[src/rtl/serial_fullsubtractor_seq.sv]
// Bit-serial WIDTH-bit subtractor: diff = a - b - bin, one bit per clock, LSB first.
// Define SERIAL_SUB_OVERFLOW_EN to build the signed-overflow flag; otherwise ovf is tied to 0.
module serial_fullsubtractor_seq #(
    parameter int WIDTH = 8
) (
    input  logic             clk,
    input  logic             rst,
    input  logic             start,
    input  logic [WIDTH-1:0] a,
    input  logic [WIDTH-1:0] b,
    input  logic             bin,
    output logic             busy,
    output logic             done,
    output logic [WIDTH-1:0] diff,
    output logic             bout,
    output logic             ovf
);

    localparam int CW = $clog2(WIDTH) + 1;

    typedef enum logic [1:0] {
        S_IDLE,
        S_SHIFT,
        S_DONE
    } state_t;

    state_t           state_reg;
    state_t           state_next;
    logic [WIDTH-1:0] a_sh_reg;
    logic [WIDTH-1:0] b_sh_reg;
    logic [WIDTH-1:0] res_sh_reg;
    logic             br_reg;
    logic [CW-1:0]    cnt_reg;
    logic [WIDTH-1:0] diff_reg;
    logic             bout_reg;
    logic             done_reg;
    logic             bit_d;
    logic             bit_bo;

    always_ff @(posedge clk or posedge rst) begin
        if (rst) begin
            state_reg <= S_IDLE;
        end else begin
            state_reg <= state_next;
        end
    end

    always_comb begin
        state_next = state_reg;
        bit_d      = a_sh_reg[0] ^ b_sh_reg[0] ^ br_reg;
        bit_bo     = (~a_sh_reg[0] & b_sh_reg[0]) | (~(a_sh_reg[0] ^ b_sh_reg[0]) & br_reg);
        case (state_reg)
            S_IDLE: begin
                if (start) begin
                    state_next = S_SHIFT;
                end
            end
            S_SHIFT: begin
                if (cnt_reg == CW'(WIDTH - 1)) begin
                    state_next = S_DONE;
                end
            end
            S_DONE: begin
                state_next = S_IDLE;
            end
            default: begin
                state_next = S_IDLE;
            end
        endcase
    end

    always_ff @(posedge clk or posedge rst) begin
        if (rst) begin
            a_sh_reg   <= '0;
            b_sh_reg   <= '0;
            res_sh_reg <= '0;
            br_reg     <= 1'b0;
            cnt_reg    <= '0;
            diff_reg   <= '0;
            bout_reg   <= 1'b0;
            done_reg   <= 1'b0;
        end else begin
            // The completion pulse and result are registered on the edge leaving DONE.
            done_reg <= (state_reg == S_DONE);
            case (state_reg)
                S_IDLE: begin
                    if (start) begin
                        a_sh_reg <= a;
                        b_sh_reg <= b;
                        br_reg   <= bin;
                        cnt_reg  <= '0;
                    end
                end
                S_SHIFT: begin
                    a_sh_reg   <= {1'b0, a_sh_reg[WIDTH-1:1]};
                    b_sh_reg   <= {1'b0, b_sh_reg[WIDTH-1:1]};
                    res_sh_reg <= {bit_d, res_sh_reg[WIDTH-1:1]};
                    br_reg     <= bit_bo;
                    cnt_reg    <= cnt_reg + CW'(1);
                end
                S_DONE: begin
                    diff_reg <= res_sh_reg;
                    bout_reg <= br_reg;
                end
                default: begin
                end
            endcase
        end
    end

`ifdef SERIAL_SUB_OVERFLOW_EN
    logic a_msb_reg;
    logic b_msb_reg;
    logic ovf_reg;

    always_ff @(posedge clk or posedge rst) begin
        if (rst) begin
            a_msb_reg <= 1'b0;
            b_msb_reg <= 1'b0;
            ovf_reg   <= 1'b0;
        end else begin
            if (state_reg == S_IDLE && start) begin
                a_msb_reg <= a[WIDTH-1];
                b_msb_reg <= b[WIDTH-1];
            end
            if (state_reg == S_DONE) begin
                ovf_reg <= (a_msb_reg ^ b_msb_reg) & (a_msb_reg ^ res_sh_reg[WIDTH-1]);
            end
        end
    end

    assign ovf = ovf_reg;
`else
    assign ovf = 1'b0;
`endif

    assign busy = (state_reg != S_IDLE);
    assign done = done_reg;
    assign diff = diff_reg;
    assign bout = bout_reg;

endmodule

[config.mk]
export PLATFORM = sky130hd
export DESIGN_NAME = serial_fullsubtractor_seq
export DESIGN_NICKNAME = d
export VERILOG_FILES = /design/src/rtl/serial_fullsubtractor_seq.sv
export SDC_FILE = /design/constraint.sdc
export NUM_CORES = 1
export LEC_CHECK = 0
export CAP_MARGIN = 20
export CORE_MARGIN = 2
export CORE_UTILIZATION = 30
export CTS_BUF_LIST = sky130_fd_sc_hd__clkbuf_8
export DETAILED_ROUTE_END_ITERATION = 8
export HOLD_SLACK_MARGIN = 0.03
export PLACE_DENSITY = 0.64
export SYNTH_ARGS = -nofsm -noshare
export SYNTH_HDL_FRONTEND = slang
export SYNTH_SLANG_ARGS = --single-unit
[constraint.sdc]
create_clock -name clk -period 1.1 [get_ports clk]
set_input_delay 0.22 -clock clk [delete_from_list [all_inputs] [get_ports clk]]
set_output_delay 0.22 -clock clk [all_outputs]
set_load 0.01 [all_outputs]
== After elaboration in Yosys (flattened, before gate mapping) ==
Cells that the tools add are included.

* Register bits after elaboration: 41
* Input port bits: 20
* Output and inout port bits: 12
* Logic and storage cells: 38

* Add/subtract/negate cells: 1
* Equality and inequality tests: 5
* Muxes and demuxes: 11
* Bitwise operators: 7
* Reductions and logical operators: 5

{| class="wikitable"
|+ Operators by type and width
! cell !! count
|-
| 8-bit one-hot mux with 2 select lines || 2
|-
| 8-bit 2-to-1 mux || 2
|-
| 4-bit one-hot mux with 2 select lines || 1
|-
| 4-bit by 1-bit adder with 4-bit output (second input constant) || 1
|-
| 4-bit by 3-bit equality test with 1-bit output (second input constant) || 1
|-
| 2-bit 2-to-1 mux || 2
|-
| 4-bit 2-to-1 mux || 1
|-
| 2-bit inequality test (second input constant) || 2
|-
| 2-bit one-hot mux with 2 select lines || 1
|-
| 2-bit AND reduction || 2
|-
| 2-bit nonzero test || 2
|-
| 1-bit bitwise AND || 2
|-
| 2-bit by 1-bit equality test with 1-bit output (second input constant) || 1
|-
| 2-bit equality test (second input constant) || 1
|-
| 2-bit zero test || 1
|-
| 1-bit NOT || 2
|-
| 1-bit one-hot mux with 2 select lines || 1
|-
| 1-bit bitwise XOR || 2
|-
| 1-bit 2-to-1 mux || 1
|-
| 1-bit OR || 1
|}

== Longest topological paths before layout ==
Gate-level depths: netlist (run 1).

* Depth in word-level cells: 5
* Mapped depth: 5
* Mapped depth without buffers: 5

== Worst setup path before layout (run 1) ==
OpenSTA, ideal clock, no wires.

* Path kind: reg2reg
* Start point: register state_reg[1]
* End point: register a_sh_reg[7]
* Library setup time: 0.122 ns
* Arrival: 1.076 ns
* Required time: 0.978 ns
* Slack: -0.097 ns
* Cell stages (with the launch flop): 5
* Path buffers: 2
* Clock period less this slack: 1.197 ns
* Cell sequence: dfrtp_1 -> buf_2 -> o21bai_2 -> buf_2 -> a32o_1

* Longest elaborated chain between the ends: 3
* Elaborated cells on any way between the ends: 6
* Classes of those cells: eq/ne (2); mux (1); reduce/logical (3)

{| class="wikitable"
|+ RTL lines
! element !! line !! source
|-
| start: declaration || 27 || <nowiki>state_t state_reg;</nowiki>
|-
| start signal: assignment || 44 || <nowiki>state_reg <= state_next;</nowiki>
|-
| 2-bit by 1-bit equality test with 1-bit output / 2-bit zero test (equally long branches) || 85 || <nowiki>case (state_reg)</nowiki>
|-
| 2-bit nonzero test (no line) / 2-bit inequality test (equally long branches) || - ||
|-
| 2-bit AND reduction (no line) || - ||
|-
| end signal: assignment || 95 || <nowiki>a_sh_reg <= {1'b0, a_sh_reg[WIDTH-1:1]};</nowiki>
|-
| end: declaration || 29 || <nowiki>logic [WIDTH-1:0] a_sh_reg;</nowiki>
|}

Parallel ways exist; a longest one is shown, timed or not.
A chain may end at the register's enable or synchronous reset.

== Worst setup path after layout (run 1) ==
* Start point: register state_reg[0]
* End point: output busy

* Longest elaborated chain between the ends: 1

{| class="wikitable"
|+ RTL lines
! element !! line !! source
|-
| 2-bit nonzero test || 137 || <nowiki>assign busy = (state_reg != S_IDLE);</nowiki>
|-
| end: declaration || 12 || <nowiki>output logic busy,</nowiki>
|}

Every way passes these cells.

==> metrics.md, run 1 <==
| Metric | Value |
|---|---|
| Final setup violation count | `40` |
| Worst Reg2Reg Path Length in Cells | `6` |
| Critical register-to-register path startpoint | `state_reg[0]$_DFFE_PP0P_` |
| Fraction of final layout cells sized beyond drive strength 1 | `39.4%` |
| Net total in the final layout | `~240` |
| Required time of the worst setup path | `about 0.9 ns` |
| Clock period minus final worst setup slack | `between 1 and 1.5 ns` |
| Stage delay of the slowest cell on the critical path | `around 0.42 ns` |
| Synth warnings | `0` |
| Max rail drop VDD | `about 0.96 mV` |
| Crit path launch type | `flop` |
| Routability cong. | `0.785` |
| Arrival time worst endpoint | `around 1.1 ns` |
| Instance count of the mapped netlist | `approximately 160` |
| Synth area leader | `sky130_fd_sc_hd__dfrtp_1` |
| Post-detailed-route count of antenna-violating nets | `0` |
| Die height | `roughly 80 um` |
| Final antenna diode count | `0` |
| Worst-case hold slack | `0.318 ns` |
| Worst r2r dst | `cnt_reg[3]$_DFFE_PP0P_` |
| Core area | `~5800 sq um` |
| Pre-antenna DRT Iters | `4` |
| Total routing resource utilization after global routing | `around 12%` |
| Top cells by area in the synthesized netlist | `sky130_fd_sc_hd__dfrtp_1 (58%), sky130_fd_sc_hd__nand2_1 (8.9%), sky130_fd_sc_hd__mux2_4 (7.6%)` |
| Wire length per cell after detailed routing | `roughly 13 um` |
| Critical Path Sink Type | `output port` |
| H-tree depth reported by CTS | `2` |
| Setup TNS Final | `-5.54 ns` |
| Initial antenna violation count | `0` |
| Unrepaired setup endpoints after global routing | `true` |
| Crit path kind | `flop to output port` |
| Die outline area | `about 6600 sq um` |
| Chip Width | `~81 um` |
| Row count | `28` |
| Cell variety after synth | `24` |
| Final period util | `117%` |
| Remaining Overflow, GRT | `0` |
| Setup ws final | `-0.189 ns` |
| FF+latch count, synth | `41` |
| Worst reg-to-reg setup slack | `-0.19 ns` |
| DR vias/cell | `4.63` |
| Worst Hold Class | `input pin to async pin` |
| Synthesized Nets | `185` |
| Achievable clock frequency | `776 MHz` |
| Post-synth top area share | `just under 60%` |
| Leakage power summed over all cells | `between 1 and 1.5 nW` |
| Routed vias | `around 1400` |
| Initial DRC Count | `between 50 and 60` |
| Power Dens Cells | `2540 nW/um^2` |
| Insertion delay to the later sink of the worst-skew pair | `between 0.2 and 0.3 ns` |
| DR DRC count | `0` |
| Cell area after technology mapping | `about 1800 sq um` |
| Violations in the final reports | `setup timing` |
| Number of clock sinks | `between 40 and 50` |
| Post-synthesis to final-layout area growth | `42.1%` |
| Leading cell types in the layout, fill and taps excluded | `sky130_fd_sc_hd__dfrtp_1 (41), sky130_fd_sc_hd__nand2_1 (28), sky130_fd_sc_hd__buf_4 (20), sky130_fd_sc_hd__clkdlybuf4s50_1 (19)` |
| Root buffer selected by CTS | `sky130_fd_sc_hd__clkbuf_8` |
| Mean post-synth cell area | `about 11 sq um` |
| Worst clock skew | `0.00517 ns` |
| TritonCTS clock tree | `built` |
| Half-perimeter wire length of the detailed placement result | `2450 um` |
| Count of boundary I/O pins | `32` |
| Library cell contributing the largest single delay on the critical path | `sky130_fd_sc_hd__dfrtp_1` |
| Clock-pin slew on the worst setup and hold paths | `0.08 ns` |
| Total CTS buffers | `5` |
| Initial standard-cell utilization of the core | `roughly 30%` |
| Port Buffer Count | `30` |
| Proportion of synthesized chip area in sequential cells | `57.7%` |
| Worst-path fanout max | `3` |
| Outcome | `finished, violations left` |
| Ordered cell list for the critical path | `nor2_2 > inv_1 > buf_2` |
| Routed wire length | `roughly 3800 um` |
| Max-Cap Viols | `0` |
| Number of pins with negative max-slew slack in the final report | `0` |
| Commonest non-fill, non-tap cell in the layout | `sky130_fd_sc_hd__dfrtp_1` |
| Global-route wire length before repair | `6210 um` |
| Number of hold violations in the final report | `0` |
| Fill count | `593` |
| Maximum number of pins on one net before global-route repair | `42` |
| Worst setup path startpoint | `state_reg[0]$_DFFE_PP0P_` |
| Buffer depth of the longest clock path | `2` |
| Vias in the first global route | `~1300` |
cells in the mapped netlist:
cell type,count
sky130_fd_sc_hd__nand2b_1,2
sky130_fd_sc_hd__o21bai_2,1
sky130_fd_sc_hd__mux2_4,9
sky130_fd_sc_hd__a22o_1,2
sky130_fd_sc_hd__mux2i_1,1
sky130_fd_sc_hd__buf_2,5
sky130_fd_sc_hd__a21oi_1,5
sky130_fd_sc_hd__nor2_1,2
sky130_fd_sc_hd__nand2_1,42
sky130_fd_sc_hd__fa_1,1
sky130_fd_sc_hd__conb_1,1
sky130_fd_sc_hd__a22oi_1,11
sky130_fd_sc_hd__a32o_1,2
sky130_fd_sc_hd__nand3_1,2
sky130_fd_sc_hd__ha_1,1
sky130_fd_sc_hd__nor2b_1,4
sky130_fd_sc_hd__dfrtp_1,41
sky130_fd_sc_hd__and3b_1,3
sky130_fd_sc_hd__clkbuf_1,1
sky130_fd_sc_hd__o21ai_1,16
sky130_fd_sc_hd__o311ai_1,1
sky130_fd_sc_hd__inv_1,4
sky130_fd_sc_hd__buf_4,5
sky130_fd_sc_hd__nor3_1,1
stage by stage:
stage	worst slack (ns)	util (%)	area (sq um)	total power, mW	instances
2_1_floorplan	-0.0679	-	1790	4.07	163
3_3_place_gp	-0.287	38.9	2260	4.95	276
3_5_place_dp	-0.320	38.9	2260	5.03	276
4_1_cts	-0.179	41.8	2430	6.19	294
5_1_grt	-0.240	43.4	2530	6.98	296
6_report	-0.189	43.4	2530	6.43	296
cells by family after synthesis:
group | synth area share [%]
AND/OR/NAND/NOR | 13.7
flip-flops | 57.7
AO/OA/AOI/OAI | 13.8
buffers and inverters | 4.57
multiplexers | 8.16
adder cells (fa/ha/maj) | 1.83
other | 0.211
area by class of cell:
type / count / area (sq um) / area share (%)
Sequential cell: 41 / 1030 / 40.6
Multi-Input combinational cell: 107 / 769 / 30.5
Timing Repair Buffer: 61 / 532 / 21.1
Tap cell: 75 / 93.8 / 3.71
Clock buffer: 5 / 68.8 / 2.72
Inverter: 4 / 18.8 / 0.743
Clock inverter: 3 / 17.5 / 0.693
how the worst max path moves through the flow:
stage,slack [ns],to
6_report,-0.19,busy
5_1_grt,-0.24,cnt_reg[3]$_DFFE_PP0P_
4_1_cts,-0.18,diff[5]$_DFFE_PP0P_
3_5_place_dp,-0.32,a_sh_reg[4]$_DFFE_PP0P_
3_3_place_gp,-0.29,a_sh_reg[5]$_DFFE_PP0P_
2_1_floorplan,-0.07,a_sh_reg[7]$_DFFE_PP0P_
where the power goes:
part           leakage (nW)  total [mW]  internal (mW)  switching, mW
Clock                0.0439       0.977          0.438          0.539
Sequential            0.534        2.52           2.11          0.409
Combinational         0.620        2.93           1.57           1.37
timing repair:
action | 4_1_cts | 5_1_grt
setup buffers | 8 | 2
pin swaps | 2 | 12
cloned | 2 | 0
gates resized for setup | 61 | 25
hold buffers | 0 | 0
setup endpoints to repair | 50 | 41
worst max-delay path, delay by kind of cell (launching register included):
kind	cells	cell delay [ns]
buffers and inverters	2	0.18
flip-flops	1	0.42
AND/OR/NAND/NOR	1	0.18
routing by layer:
layer,global-route usage (%),vias to the layer above,routed length (um)
li1,-,665,-
met1,16.0,672,1710
met2,19.8,29,1860
met3,3.33,4,176
met4,4.58,0,38
met5,0,-,0
Note: power is estimated with default switching activity, not from simulation.
==> run 2, diff against run 1 <==
- CORE_ASPECT_RATIO: default -> 2
==> run 2 against run 1 <==
  * The flow still finishes with violations (setup timing)
  * Utilization is 0.96 points higher
  * Combinational power rose by 5%
  * Setup slack got worse by 0.059 ns
  * Clock-buffer cell count stayed put
  * Worst hold slack worse by 0.15 ns
  * Critical path depth increased by 2
  * Wire length is 7.2% higher
  * First-iteration DRC count fell by 53%
  * Cell area is 0.35% higher
  * Clock skew grew 0.0048 ns
  * Power increased by 1.8%
  * Critical path type is now flop to flop
  * Critical endpoint is now cnt_reg[2]$_DFFE_PP0P_
  * Largest cell class unchanged
==> metrics.md, run 2 (synthesis results as in run 1) <==
| Metric | Value |
|---|---|
| Half-perimeter wire length of the detailed placement result | `2740 um (was 2450 um)` |
| Leading cell types in the layout, fill and taps excluded | `sky130_fd_sc_hd__dfrtp_1 (41), sky130_fd_sc_hd__nand2_1 (38), sky130_fd_sc_hd__buf_4 (21), sky130_fd_sc_hd__clkdlybuf4s50_1 (19), sky130_fd_sc_hd__o21ai_1 (14) (was sky130_fd_sc_hd__dfrtp_1 (41), sky130_fd_sc_hd__nand2_1 (28), sky130_fd_sc_hd__buf_4 (20), sky130_fd_sc_hd__clkdlybuf4s50_1 (19))` |
| Insertion delay to the later sink of the worst-skew pair | `0.30 ns (was 0.29 ns)` |
| Achievable clock frequency | `742 MHz (was 776 MHz)` |
| Critical Path Sink Type | `flop (was output port)` |
| Routed vias | `1422 (was 1370)` |
| Post-synthesis to final-layout area growth | `42.6% (was 42.1%)` |
| Vias in the first global route | `1465 (was 1324)` |
| Number of pins with negative max-slew slack in the final report | `0 (unchanged)` |
| DR DRC count | `0 (unchanged)` |
| Clock period minus final worst setup slack | `1.35 ns (was 1.29 ns)` |
| Placement Cell Area | `2290 sq um (was 2260 sq um)` |
| Routed wire length | `4060 um (was 3780 um)` |
| Commonest non-fill, non-tap cell in the layout | `sky130_fd_sc_hd__dfrtp_1 (unchanged)` |
| Design Area, Final | `2530 sq um (about the same)` |
| Final setup violation count | `41 (was 40)` |
| Initial standard-cell utilization of the core | `31.1% (was 30.6%)` |
| Power after layout | `6.55 mW (was 6.43 mW)` |
| Required time of the worst setup path | `1.28 ns (was 0.88 ns)` |
| Net total in the final layout | `245 (was 242)` |
| Max-Cap Viols | `0 (unchanged)` |
| DR vias/cell | `4.99 (was 4.63)` |
| Initial antenna violation count | `0 (unchanged)` |
| Number of hold violations in the final report | `0 (unchanged)` |
| Maximum number of pins on one net before global-route repair | `25 (was 42)` |
| Setup ws final | `-0.248 ns (was -0.189 ns)` |
| Chip Width | `58.4 um (was 81.0 um)` |
| Max rail drop VDD | `1.44 mV (was 0.962 mV)` |
| Unrepaired setup endpoints after global routing | `true (unchanged)` |
| Util after Layout | `44.4% (was 43.4%)` |
| Violations in the final reports | `setup timing (unchanged)` |
| Worst clock skew | `0.0100 ns (was 0.00517 ns)` |
| Core area | `5710 sq um (was 5820 sq um)` |
| Outcome | `finished, violations left (unchanged)` |
| Leakage power summed over all cells | `1.24 nW (was 1.20 nW)` |
| Clock-pin slew on the worst setup and hold paths | `0.08 ns (about the same)` |
| Row count | `39 (was 28)` |
| Post-detailed-route count of antenna-violating nets | `0 (unchanged)` |
| Fraction of final layout cells sized beyond drive strength 1 | `33.9% (was 39.4%)` |
| Count of boundary I/O pins | `32 (unchanged)` |
| Initial DRC Count | `28 (was 59)` |
| Total CTS buffers | `5 (unchanged)` |
| Wire length per cell after detailed routing | `14.2 um (was 12.8 um)` |
| Buffer depth of the longest clock path | `2 (unchanged)` |
| Worst-path fanout max | `5 (was 3)` |
| Number of hold buffers added after CTS | `0 (unchanged)` |
| Worst Reg2Reg Path Length in Cells | `5 (was 6)` |
| Crit path launch type | `flop (unchanged)` |
| Die outline area | `6600 sq um (was 6560 sq um)` |
| Total routing resource utilization after global routing | `13.5% (was 12.3%)` |
| TritonCTS clock tree | `built (unchanged)` |
| Routability cong. | `0.717 (was 0.785)` |
| Arrival time worst endpoint | `1.53 ns (was 1.07 ns)` |
| Remaining Overflow, GRT | `0 (unchanged)` |
| Crit path kind | `flop to flop (was flop to output port)` |
| Number of clock sinks | `41 (unchanged)` |
| Port Buffer Count | `30 (unchanged)` |
| Final antenna diode count | `0 (unchanged)` |
| Power Dens Cells | `2580 nW/um^2 (was 2540 nW/um^2)` |
| Pre-antenna DRT Iters | `5 (was 4)` |
| Final period util | `123% (was 117%)` |
| Worst Hold Class | `input pin to async pin (unchanged)` |
| Global-route wire length before repair | `6870 um (was 6210 um)` |
| H-tree depth reported by CTS | `2 (unchanged)` |
| Die height | `113 um (was 81.0 um)` |
| Root buffer selected by CTS | `sky130_fd_sc_hd__clkbuf_8 (unchanged)` |
==> run 2: layout make-up <==
type,instances,area [sq um]
Tap cell,61,76.3
Fill cell,550,3170
Inverter,4,18.8
Timing Repair Buffer,64,593
Clock buffer,5,68.8
Sequential cell,41,1030
Clock inverter,3,13.8
Multi-Input combinational cell,107,738
==> run 2: metrics by stage <==
stage | TNS (ns) | hold slack, ns | setup WS, ns | instances
2_1_floorplan | -1.07 | 0.205 | -0.0679 | 163
3_3_place_gp | -6.61 | 0.463 | -0.316 | 264
3_5_place_dp | -7.73 | 0.472 | -0.347 | 264
4_1_cts | -7.34 | 0.177 | -0.224 | 282
5_1_grt | -9.22 | 0.183 | -0.288 | 285
6_report | -6.94 | 0.172 | -0.248 | 285
==> run 2: final timing paths <==
check / from / end / slack, ns
max in group asynchronous: rst / done$_DFF_PP0_ / 0.57
hold / removal: rst / diff[0]$_DFFE_PP0P_ / 0.17
hold reg to reg: res_sh_reg[0]$_DFFE_PP0N_ / res_sh_reg[0]$_DFFE_PP0N_ / 0.49
min in group clk: res_sh_reg[0]$_DFFE_PP0N_ / res_sh_reg[0]$_DFFE_PP0N_ / 0.49
setup / recovery: state_reg[1]$_DFFE_PP0P_ / cnt_reg[2]$_DFFE_PP0P_ / -0.25
setup reg to reg: state_reg[1]$_DFFE_PP0P_ / cnt_reg[2]$_DFFE_PP0P_ / -0.25
==> run 2: per-layer routing <==
layer | up-vias | GRT usage, % | part of all wire, %
li1 | 669 | - | -
met1 | 702 | 15.4 | 38
met2 | 39 | 24.2 | 56
met3 | 12 | 2.40 | 3.6
met4 | 0 | 5.12 | 2.8
met5 | - | 0 | 0
==> run 2: power by group <==
part / switching [mW] / internal [mW] / total, mW
combinational: 1.43 / 1.65 / 3.08
sequential: 0.409 / 2.11 / 2.52
clock: 0.518 / 0.431 / 0.949
total: 2.36 / 4.19 / 6.55
==> run 2: timing repair <==
item	4_1_cts	5_1_grt
resized for setup	56	17
endpoints found under the hold margin	0	0
cloned	1	0
setup buffers	9	3
pin swaps	9	6
endpoints found under the setup margin	51	41
==> run 2: critical path, cell delays in order, from the launching register on <==
cell and delay [ns]:
sky130_fd_sc_hd__dfrtp_1 0.42, sky130_fd_sc_hd__buf_6 0.14, sky130_fd_sc_hd__buf_6 0.11, sky130_fd_sc_hd__o21bai_4 0.20, sky130_fd_sc_hd__buf_12 0.15, sky130_fd_sc_hd__a22o_1 0.21
==> run 3, diff against run 2 <==
- CAP_MARGIN: 20 -> default
==> results of run 3 <==
The final DEF is identical to that of run 2; final timing and power are the same.
